### src/rtl/port_input_cond_if.sv
`default_nettype none
// ============================================================================
// Module  : port_input_cond_if
// Brief   : Pad-side and register-side signal bundle for port_input_cond.
// Revision: 1.0 - initial release
// ============================================================================
interface port_input_cond_if #(
  parameter int WIDTH = 8
);
  logic [WIDTH-1:0] pad_in;
  logic [WIDTH-1:0] input_en;
  logic [WIDTH-1:0] irq_rise_en;
  logic [WIDTH-1:0] irq_fall_en;
  logic [WIDTH-1:0] flag_clr;
  logic [WIDTH-1:0] in_val;
  logic [WIDTH-1:0] rise_pulse;
  logic [WIDTH-1:0] fall_pulse;
  logic [WIDTH-1:0] flag;
  logic [WIDTH-1:0] ovf;
  logic             irq;

  modport master (
    output pad_in, input_en, irq_rise_en, irq_fall_en, flag_clr,
    input  in_val, rise_pulse, fall_pulse, flag, ovf, irq
  );

  modport slave (
    input  pad_in, input_en, irq_rise_en, irq_fall_en, flag_clr,
    output in_val, rise_pulse, fall_pulse, flag, ovf, irq
  );
endinterface
`default_nettype wire

### src/rtl/port_input_cond.sv
`default_nettype none
// ============================================================================
// Module  : port_input_cond
// Brief   : Per-pin synchroniser, debounce, edge detect and sticky W1C flags.
// Revision: 1.0 - initial release
// ============================================================================
module port_input_cond #(
  parameter int WIDTH           = 8,
  parameter int SYNC_STAGES     = 2,
  parameter int DEBOUNCE_CYCLES = 4
) (
  input  wire                 clk,
  input  wire                 rst,
  port_input_cond_if.slave    bus
);
  localparam int             c_CW      = $clog2(DEBOUNCE_CYCLES + 1);
  localparam logic [c_CW-1:0] c_CNT_MAX = c_CW'(DEBOUNCE_CYCLES - 1);

  logic [WIDTH-1:0] r_sync [SYNC_STAGES];
  logic [WIDTH-1:0] r_in_val;
  logic [WIDTH-1:0] r_rise_pend;
  logic [WIDTH-1:0] r_fall_pend;
  logic [WIDTH-1:0] r_rise;
  logic [WIDTH-1:0] r_fall;
  logic [WIDTH-1:0] r_flag;
  logic [WIDTH-1:0] r_ovf;

  logic [WIDTH-1:0] w_s;
  logic [WIDTH-1:0] w_acc;
  logic [WIDTH-1:0] w_set;

  assign w_s = r_sync[SYNC_STAGES-1];

  always_ff @(posedge clk) begin
    if (rst) begin
      for (int k = 0; k < SYNC_STAGES; k++) r_sync[k] <= '0;
    end else begin
      r_sync[0] <= bus.pad_in;
      for (int k = 1; k < SYNC_STAGES; k++) r_sync[k] <= r_sync[k-1];
    end
  end

  for (genvar i = 0; i < WIDTH; i++) begin : g_pin
    logic [c_CW-1:0] r_cnt;
    logic            w_diff;

    assign w_diff   = w_s[i] ^ r_in_val[i];
    assign w_acc[i] = bus.input_en[i] & w_diff & (r_cnt == c_CNT_MAX);

    // Any agreement, disable or acceptance restarts the stability window.
    always_ff @(posedge clk) begin
      if (rst || !bus.input_en[i] || !w_diff || w_acc[i]) begin
        r_cnt <= '0;
      end else begin
        r_cnt <= r_cnt + 1'b1;
      end
    end
  end

  assign w_set = (r_rise & bus.irq_rise_en) | (r_fall & bus.irq_fall_en);

  // Pulses come from accepted changes only, so the forced drop on disable
  // never produces a fall pulse.
  always_ff @(posedge clk) begin
    if (rst) begin
      r_in_val    <= '0;
      r_rise_pend <= '0;
      r_fall_pend <= '0;
      r_rise      <= '0;
      r_fall      <= '0;
      r_flag      <= '0;
      r_ovf       <= '0;
    end else begin
      r_in_val    <= bus.input_en & ((w_acc & w_s) | (~w_acc & r_in_val));
      r_rise_pend <= w_acc & w_s;
      r_fall_pend <= w_acc & ~w_s;
      r_rise      <= r_rise_pend;
      r_fall      <= r_fall_pend;
      r_flag      <= w_set | (r_flag & ~bus.flag_clr);
      r_ovf       <= ~bus.flag_clr & (r_ovf | (w_set & r_flag));
    end
  end

  assign bus.in_val     = r_in_val;
  assign bus.rise_pulse = r_rise;
  assign bus.fall_pulse = r_fall;
  assign bus.flag       = r_flag;
  assign bus.ovf        = r_ovf;
  assign bus.irq        = |r_flag;
endmodule
`default_nettype wire

### src/flat_wrapper.sv
// flat-port wrapper written by rule: the top's interface ports become plain ports
module port_input_cond_flat 
#(
  parameter int WIDTH           = 8,
  parameter int SYNC_STAGES     = 2,
  parameter int DEBOUNCE_CYCLES = 4
)
  (clk, rst, bus_pad_in, bus_input_en, bus_irq_rise_en, bus_irq_fall_en, bus_flag_clr, bus_in_val, bus_rise_pulse, bus_fall_pulse, bus_flag, bus_ovf, bus_irq);
  port_input_cond_if #(.WIDTH(WIDTH)) bus_i ();
  input  wire clk;
  input  wire rst;
  input wire logic [$bits(bus_i.pad_in)-1:0] bus_pad_in;
  input wire logic [$bits(bus_i.input_en)-1:0] bus_input_en;
  input wire logic [$bits(bus_i.irq_rise_en)-1:0] bus_irq_rise_en;
  input wire logic [$bits(bus_i.irq_fall_en)-1:0] bus_irq_fall_en;
  input wire logic [$bits(bus_i.flag_clr)-1:0] bus_flag_clr;
  output wire logic [$bits(bus_i.in_val)-1:0] bus_in_val;
  output wire logic [$bits(bus_i.rise_pulse)-1:0] bus_rise_pulse;
  output wire logic [$bits(bus_i.fall_pulse)-1:0] bus_fall_pulse;
  output wire logic [$bits(bus_i.flag)-1:0] bus_flag;
  output wire logic [$bits(bus_i.ovf)-1:0] bus_ovf;
  output wire logic [$bits(bus_i.irq)-1:0] bus_irq;
  assign bus_i.pad_in = bus_pad_in;
  assign bus_i.input_en = bus_input_en;
  assign bus_i.irq_rise_en = bus_irq_rise_en;
  assign bus_i.irq_fall_en = bus_irq_fall_en;
  assign bus_i.flag_clr = bus_flag_clr;
  assign bus_in_val = bus_i.in_val;
  assign bus_rise_pulse = bus_i.rise_pulse;
  assign bus_fall_pulse = bus_i.fall_pulse;
  assign bus_flag = bus_i.flag;
  assign bus_ovf = bus_i.ovf;
  assign bus_irq = bus_i.irq;
  port_input_cond #(.WIDTH(WIDTH), .SYNC_STAGES(SYNC_STAGES), .DEBOUNCE_CYCLES(DEBOUNCE_CYCLES)) u_core (.clk(clk), .rst(rst), .bus(bus_i));
endmodule
### config.mk
export PLATFORM = sky130hd
export DESIGN_NAME = port_input_cond_flat
export DESIGN_NICKNAME = d
export VERILOG_FILES = /design/src/rtl/port_input_cond_if.sv /design/src/rtl/port_input_cond.sv /design/src/flat_wrapper.sv
export SDC_FILE = /design/constraint.sdc
export NUM_CORES = 1
export LEC_CHECK = 0
export CAP_MARGIN = 10
export CORE_ASPECT_RATIO = 0.5
export CORE_UTILIZATION = 27
export CTS_BUF_LIST = sky130_fd_sc_hd__clkbuf_2 sky130_fd_sc_hd__clkbuf_4 sky130_fd_sc_hd__clkbuf_8
export DETAILED_ROUTE_END_ITERATION = 12
export DONT_BUFFER_PORTS = 1
export GPL_ROUTABILITY_DRIVEN = 0
export PLACE_DENSITY = 0.41
export SLEW_MARGIN = 20
export SYNTH_ARGS = -nofsm -noshare
export SYNTH_HDL_FRONTEND = slang
export SYNTH_SLANG_ARGS = --single-unit
### constraint.sdc
create_clock -name clk -period 1.2 [get_ports clk]
set_input_delay 0.24 -clock clk [delete_from_list [all_inputs] [get_ports clk]]
set_output_delay 0.24 -clock clk [all_outputs]
set_load 0.03 [all_outputs]
==> results of run 1 <==
## logic make-up (layout without fill, tap and decap cells)
group           Yosys count  count (layout)  share of synthesized area (%)
fa+ha+maj                16              16                          5.979
flops                    96              96                          57.40
mux                       7               7                          2.093
buf+inv                  15              66                          2.242
xor+xnor                  8               8                          2.093
compound gates           25              25                          5.605
simple gates            124             124                          24.59
## worst max path at each step
stage | start | end | depth (start not counted)
floorplan | u_core.bus.flag[6]$_SDFF_PP0_ | bus_irq | 2
global placement | u_core.bus.flag[2]$_SDFF_PP0_ | bus_irq | 3
detailed placement | u_core.bus.flag[2]$_SDFF_PP0_ | bus_irq | 3
CTS | u_core.bus.flag[7]$_SDFF_PP0_ | bus_irq | 3
global route | u_core.bus.flag[7]$_SDFF_PP0_ | bus_irq | 3
finish | u_core.bus.flag[7]$_SDFF_PP0_ | bus_irq | 3
## stage by stage
step	TNS, ns	hold WS [ns]	instance area (um2)	util [%]	setup WS (ns)
2_1_floorplan	0	0.3682	3348	-	0.03711
3_3_place_gp	-0.04384	0.3180	3765	31.51	-0.04384
3_5_place_dp	-0.1268	0.3184	3765	31.51	-0.1203
4_1_cts	-0.3811	0.002185	4121	34.50	-0.3467
5_1_grt	-0.3978	0.003614	4283	35.85	-0.3978
6_report	-0.2911	0.02047	4283	35.85	-0.2911
## repair_timing
item	in CTS	in global routing
pin swaps	3	1
gates resized for setup	16	30
endpoints found under the hold margin	40	3
hold buffers	7	2
endpoints found under the setup margin	9	38
## power by group through the flow
stage,Combinational (mW),Clock [mW],Sequential [mW]
floorplan,0.110,0,3.30
global placement,0.0828,0,3.30
detailed placement,0.0869,0,3.30
CTS,0.135,2.41,3.23
global route,0.156,2.55,3.23
finish,0.142,2.31,3.23
## layer usage
metal  vias to the layer above  track usage (%)  wire, um
li1                       1110                -         -
met1                      1060            11.94      2975
met2                        42            19.34      3503
met3                         8            4.137       363
met4                         0            3.750        87
met5                         -                0         0
## cell type report
type | instances | area share, %
clock inverter | 5 | 1.899
sequential | 96 | 45.31
clock buffer | 10 | 3.214
multi-input combinational | 180 | 35.32
tap | 165 | 4.820
inverter | 8 | 0.7011
timing repair buffer | 43 | 8.735
## Yosys cell counts (all sizes together)
cell,n
a21oi,9
nor4b,8
o2bb2ai,8
or3b,8
ha,16
a22oi,8
nand3b,7
nor3,2
nand2b,17
mux2i,7
dfxtp,96
nand2,3
nor4,18
nor2b,32
clkbuf,1
nor2,15
xnor2,8
buf,6
nor3b,14
inv,8
## sequential cells by signal, summed over array words and instances, names as in the netlist
register,cells
u_core.r_rise_pend,8
u_core.bus.ovf,8
u_core.bus.fall_pulse,8
u_core.g_pin.r_cnt,24
u_core.bus.rise_pulse,8
u_core.r_fall_pend,8
u_core.bus.flag,8
u_core.r_sync,16
u_core.bus.in_val,8
## layout by cell type (no fill, tap or decap), drive strengths merged
master / n
nor3b: 14
nor4: 18
clkinvlp: 1
a21oi: 9
a22oi: 8
dfxtp: 96
ha: 16
nand3b: 7
inv: 8
buf: 35
bufinv: 2
clkbuf: 10
nor2: 15
mux2i: 7
o2bb2ai: 8
nor2b: 32
or3b: 8
nor3: 2
nor4b: 8
dlygate4sd3: 8
clkinv: 2
nand2b: 17
xnor2: 8
nand2: 3
==> impl_metrics.py, run 1 <==
metrics = {
    "critical_path": {
        "worst-r2r-cell-count": 4,
        "critPathKind": "reg2out",
        "path_delay_family": "simple AND/OR/NAND/NOR gates",
        "crit_required_ns": 0.96,
        "reg2reg_setup_slack_ns": 0.08,
        "r2r-start": "u_core.g_pin[2].r_cnt[0]$_SDFF_PP0_",
        "slowest_delay_ns": 0.34,
        "end_kind": "output port",
        "crit_slowest_cell": "dfxtp_2",
        "crit_path_start_kind": "flop",
        "cp_cell_sequence": "nor4_4 > nand2_1 > buf_6",
        "arrival_ns": 1.25,
        "r2r_end": "u_core.r_fall_pend[2]$_SDFF_PP0_",
        "critPathBufInv": 1,
        "cp_max_fo": 2,
    },
    "pwr": {
        "switchingPower_mw": 1.178,
        "seq_power_share_pct": 56.8,
        "finalPower_mw": 5.682,
        "p_leak_nw": 1.488,
        "switching_share_pct": 20.74,
        "p_int_mw": 4.503,
        "power.density_nw_per_um2": 1327,
        "clkPwrFrac_pct": 40.7,
        "comb_power_share_pct": 2.5,
        "ir_drop_v": 0.0004525,
    },
    "global_route": {
        "grt_usage_pct": 10.80,
        "grt_max_degree": 41,
        "antenna_found_initial": 0,
        "grt.overflow.total": 0,
        "first_global_vias": 2171,
        "grt_pass1_wl_mm": 10.61,
    },
    "clock_tree": {
        "cts.sinks": 96,
        "cts_setup_buffers": 0,
        "cts_tree": "done",
        "cts_root_buf": "clkbuf_8",
        "clkTransAtPathRegs_ns": 0.09,
        "cts_buffers": 9,
        "insertion_delay_ns": 0.35,
        "htreeDepth": 3,
        "cts_buffer_depth": 2,
    },
    "hold_path": {
        "min_path_type": "in2reg",
        "hold_depth": 1,
        "hp-start": "bus_pad_in[2]",
        "hold_end": "u_core.r_sync[0][2]$_SDFF_PP0_",
    },
    "final_layout": {
        "n_antenna_cell": 0,
        "drive_above_1_share_pct": 25.44,
        "area_growth_pct": 27.91,
        "regArea_um2": 1941,
        "fillCellCount": 1196,
        "final_cells": 507,
        "final_nets": 396,
        "multiInputGateArea_um2": 1513,
    },
    "outcome": {
        "status": "complete, but fails checks",
        "violations": "setup timing",
    },
    "floorplanning": {
        "ios": 83,
        "start_util_pct": 28.03,
        "die-area_um2": 12880,
        "die_h_um": 80.75,
        "core_um2": 11950,
        "die_w_um": 159.5,
        "rows": 28,
    },
    "synthesis": {
        "synthCells": 291,
        "syn_nets": 349,
        "synth_seq_cells": 96,
        "synth_seq_area_share_pct": 57.40,
        "synth.distinct_cells": 25,
        "yosysTopAreaCellShare_pct": 57.40,
        "syn_area_per_cell_um2": 11.51,
        "synth_top_area_cell": "dfxtp_1",
        "synth_area_um2": 3348,
        "synthTopCellsByArea": "dfxtp_1 (57%), ha_1 (6.0%), nor2b_1 (6.0%)",
        "ys_warn_count": 0,
    },
    "drt": {
        "antenna_left": 0,
        "wl_mm": 6.929,
        "drtIter0Drc": 50,
        "wl_per_cell_um": 13.67,
        "dr.pass1.iters": 4,
        "drcViolationCount": 0,
        "post_drt_via_cell_ratio": 4.379,
        "via_count": 2220,
    },
    "placed_design": {
        "numPlacedInstances": 483,
        "io_buffers": 0,
        "dp_hpwl_mm": 4.619,
    },
    "job": {
        "max_cap_viol_count": 0,
    },
    "sta": {
        "max_slew.worst_pin.slew_ns": 0.4346,
        "hold_viol_final": 0,
        "max_freq_mhz": 670.6,
        "slew_violations": 0,
        "max_slew_margin_pct": 71.03,
        "min_period_ns": 1.491,
        "setup_violations": 1,
        "layout_setup_ws_ns": -0.2911,
        "period_share_pct": 124.3,
        "rsz0062_at_grt": "yes",
        "skew_ns": 0.006084,
    },
}
Note: power is estimated with default switching activity, not from simulation.
==> run 2: changes to the inputs <==
CORE_UTILIZATION = 40   (was 27)
GPL_TIMING_DRIVEN = 0   (was unset)
PLACE_DENSITY = 0.55   (was 0.41)
==> run 2 against run 1 <==
Net effect: the run still ends with setup timing left; core utilization increased by 13 points; total power decreased by 6.3%; via count decreased by 4.4%; setup slack improved by 0.034 ns; cell area decreased by 8.0%; count of clock-buffer cells in the layout unchanged; sequential share of layout area increased by 4.1 points; routed wire length decreased by 5.3%; fmax increased by 2.4%; critical path depth decreased by 1; die area decreased by 32%; flip-flop and latch count unchanged.
==> impl_metrics.py, run 2 (same netlist as run 1, synthesis figures left out) <==
metrics = {
    "outcome": {
        "status": "complete, but fails checks",
        "violations": "setup timing",
    },
    "critical_path": {
        "crit_slowest_cell": "dfxtp_4",
        "slowest_delay_ns": 0.40,
        "cp_cell_sequence": "nor4_4 > nand2_2",
        "crit_required_ns": 0.96,
        "cp_max_fo": 4,
        "critPathKind": "reg2out",
        "crit_path_start_kind": "flop",
        "arrival_ns": 1.22,
        "end_kind": "output port",
    },
    "clock_tree": {
        "insertion_delay_ns": 0.35,
        "cts_tree": "done",
        "cts_buffer_depth": 2,
        "cts_root_buf": "clkbuf_8",
        "htreeDepth": 3,
        "cts_buffers": 9,
        "cts.sinks": 96,
        "clkTransAtPathRegs_ns": 0.08,
    },
    "final_layout": {
        "final_nets": 369,
        "n_antenna_cell": 0,
        "final_cell_mix": "dfxtp_1 (79), nor2b_1 (32), nor2_1 (15), dfxtp_2 (15)",
        "drive_above_1_share_pct": 20.83,
        "largest_reg_flops": 24,
        "final_cells": 424,
        "largestRegisters": "u_core.g_pin.r_cnt x24, u_core.r_sync x16",
        "layout_commonest_cell": "dfxtp_1",
        "fin_util_pct": 48.91,
        "area_growth_pct": 17.71,
        "largest-register": "u_core.g_pin.r_cnt",
    },
    "placed_design": {
        "dp_hpwl_mm": 4.592,
        "io_buffers": 0,
        "dp_slack_ns": -0.04599,
        "numPlacedInstances": 403,
    },
    "global_route": {
        "grt_max_degree": 14,
        "first_global_vias": 2029,
        "antenna_found_initial": 0,
        "grt.overflow.total": 0,
        "grt_usage_pct": 15.85,
        "grt_pass1_wl_mm": 10.16,
    },
    "drt": {
        "via_count": 2122,
        "antenna_left": 0,
        "drcViolationCount": 0,
        "dr.pass1.iters": 4,
        "drtIter0Drc": 43,
        "post_drt_via_cell_ratio": 5.005,
        "wl_mm": 6.561,
        "wl_per_cell_um": 15.47,
    },
    "floorplanning": {
        "start_util_pct": 41.55,
        "ios": 83,
        "die-area_um2": 8763,
        "core_um2": 8058,
        "rows": 23,
        "die_w_um": 131.4,
        "die_h_um": 66.70,
    },
    "hold_path": {
        "min_path_type": "in2reg",
    },
    "sta": {
        "tns_ns": -0.2567,
        "rsz0062_at_grt": "yes",
        "min_period_ns": 1.457,
        "max_slew_margin_pct": 64.89,
        "max_slew.worst_pin.slew_ns": 0.5266,
        "skew_ns": 0.006248,
        "setup_violations": 1,
        "max_freq_mhz": 686.5,
        "period_share_pct": 121.4,
        "slew_violations": 0,
        "layout_setup_ws_ns": -0.2567,
        "hold_viol_final": 0,
    },
    "pwr": {
        "power.density_nw_per_um2": 1350,
        "seq_power_share_pct": 60.6,
        "finalPower_mw": 5.322,
        "switching_share_pct": 20.57,
        "ir_drop_v": 0.0005120,
        "comb_power_share_pct": 3.2,
        "p_int_mw": 4.227,
        "p_leak_nw": 1.314,
        "switchingPower_mw": 1.095,
        "clkPwrFrac_pct": 36.2,
    },
    "job": {
        "max_cap_viol_count": 0,
    },
}
run 2: cell types whose count changed in the layout (fill, tap and decap cells not counted), sizes merged:
cell / previous run / this run
bufinv: 2 / 1
clkinvlp: 1 / 0
clkbuf: 10 / 11
clkinv: 2 / 1
buf: 35 / 6
dlygate4sd3: 8 / 9
run 2: power groups by stage:
stage	sequential, mW	clock (mW)	combinational [mW]
finish	3.22	1.93	0.170
global route	3.23	2.16	0.188
CTS	3.22	2.00	0.170
detailed placement	3.30	0	0.144
global placement	3.30	0	0.142
floorplan	3.30	0	0.110
run 2: metal layers:
layer,vias up,global-route usage (%),part of all wire [%]
li1,1057,-,-
met1,1015,18.78,46
met2,42,25.27,47
met3,8,7.382,6.1
met4,0,6.105,1.2
met5,-,0,0
run 2: worst paths after layout:
path | slack, ns | to | from | depth (start not counted)
worst max-delay path | -0.26 | bus_irq | u_core.bus.flag[6]$_SDFF_PP0_ | 2
worst min-delay path | 0.03 | u_core.bus.in_val[5]$_SDFF_PP0_ | bus_input_en[5] | 2
worst max register to register | 0.05 | u_core.r_rise_pend[7]$_SDFF_PP0_ | u_core.g_pin[7].r_cnt[0]$_SDFF_PP0_ | 4
worst min register to register | 0.43 | u_core.g_pin[2].r_cnt[0]$_SDFF_PP0_ | u_core.g_pin[2].r_cnt[0]$_SDFF_PP0_ | 1
run 2: final cells by class:
cell class              count  area [um2]
plain buffers               7       45.04
fillers                   756        4116
clock inverters             2       35.03
multi-input cells         180        1521
clock buffers              10       131.4
flip-flops and latches     96        1948
repair buffers              9       90.09
well taps                 112       140.1
inverters                   8       30.03
run 2: worst max-delay path: cells and delay by family (launching register included):
family | cells | cell delay, ns
DFF | 1 | 0.40
and+or+nand+nor | 2 | 0.46
run 2: per-stage QoR:
stage,hold slack (ns),instance area (um2)
after global routing,0.01113,3941
final,0.03232,3941
after detailed placement,0.3740,3488
after floorplan,0.3682,3348
after global placement,0.3773,3488
after CTS,0.005387,3815
run 2: repair_timing:
action / in CTS / in global routing
pin swaps: 1 / 1
buffers inserted: 0 / 0
hold buffers: 9 / 0
endpoints found under the hold margin: 9 / 0
endpoints found under the setup margin: 12 / 36
gates resized for setup: 25 / 25
==> run 3: changes to the inputs <==
SLEW_MARGIN = 25   (was 20)
==> results of run 3 <==
Final layout, timing and power as in run 2 (identical DEF).
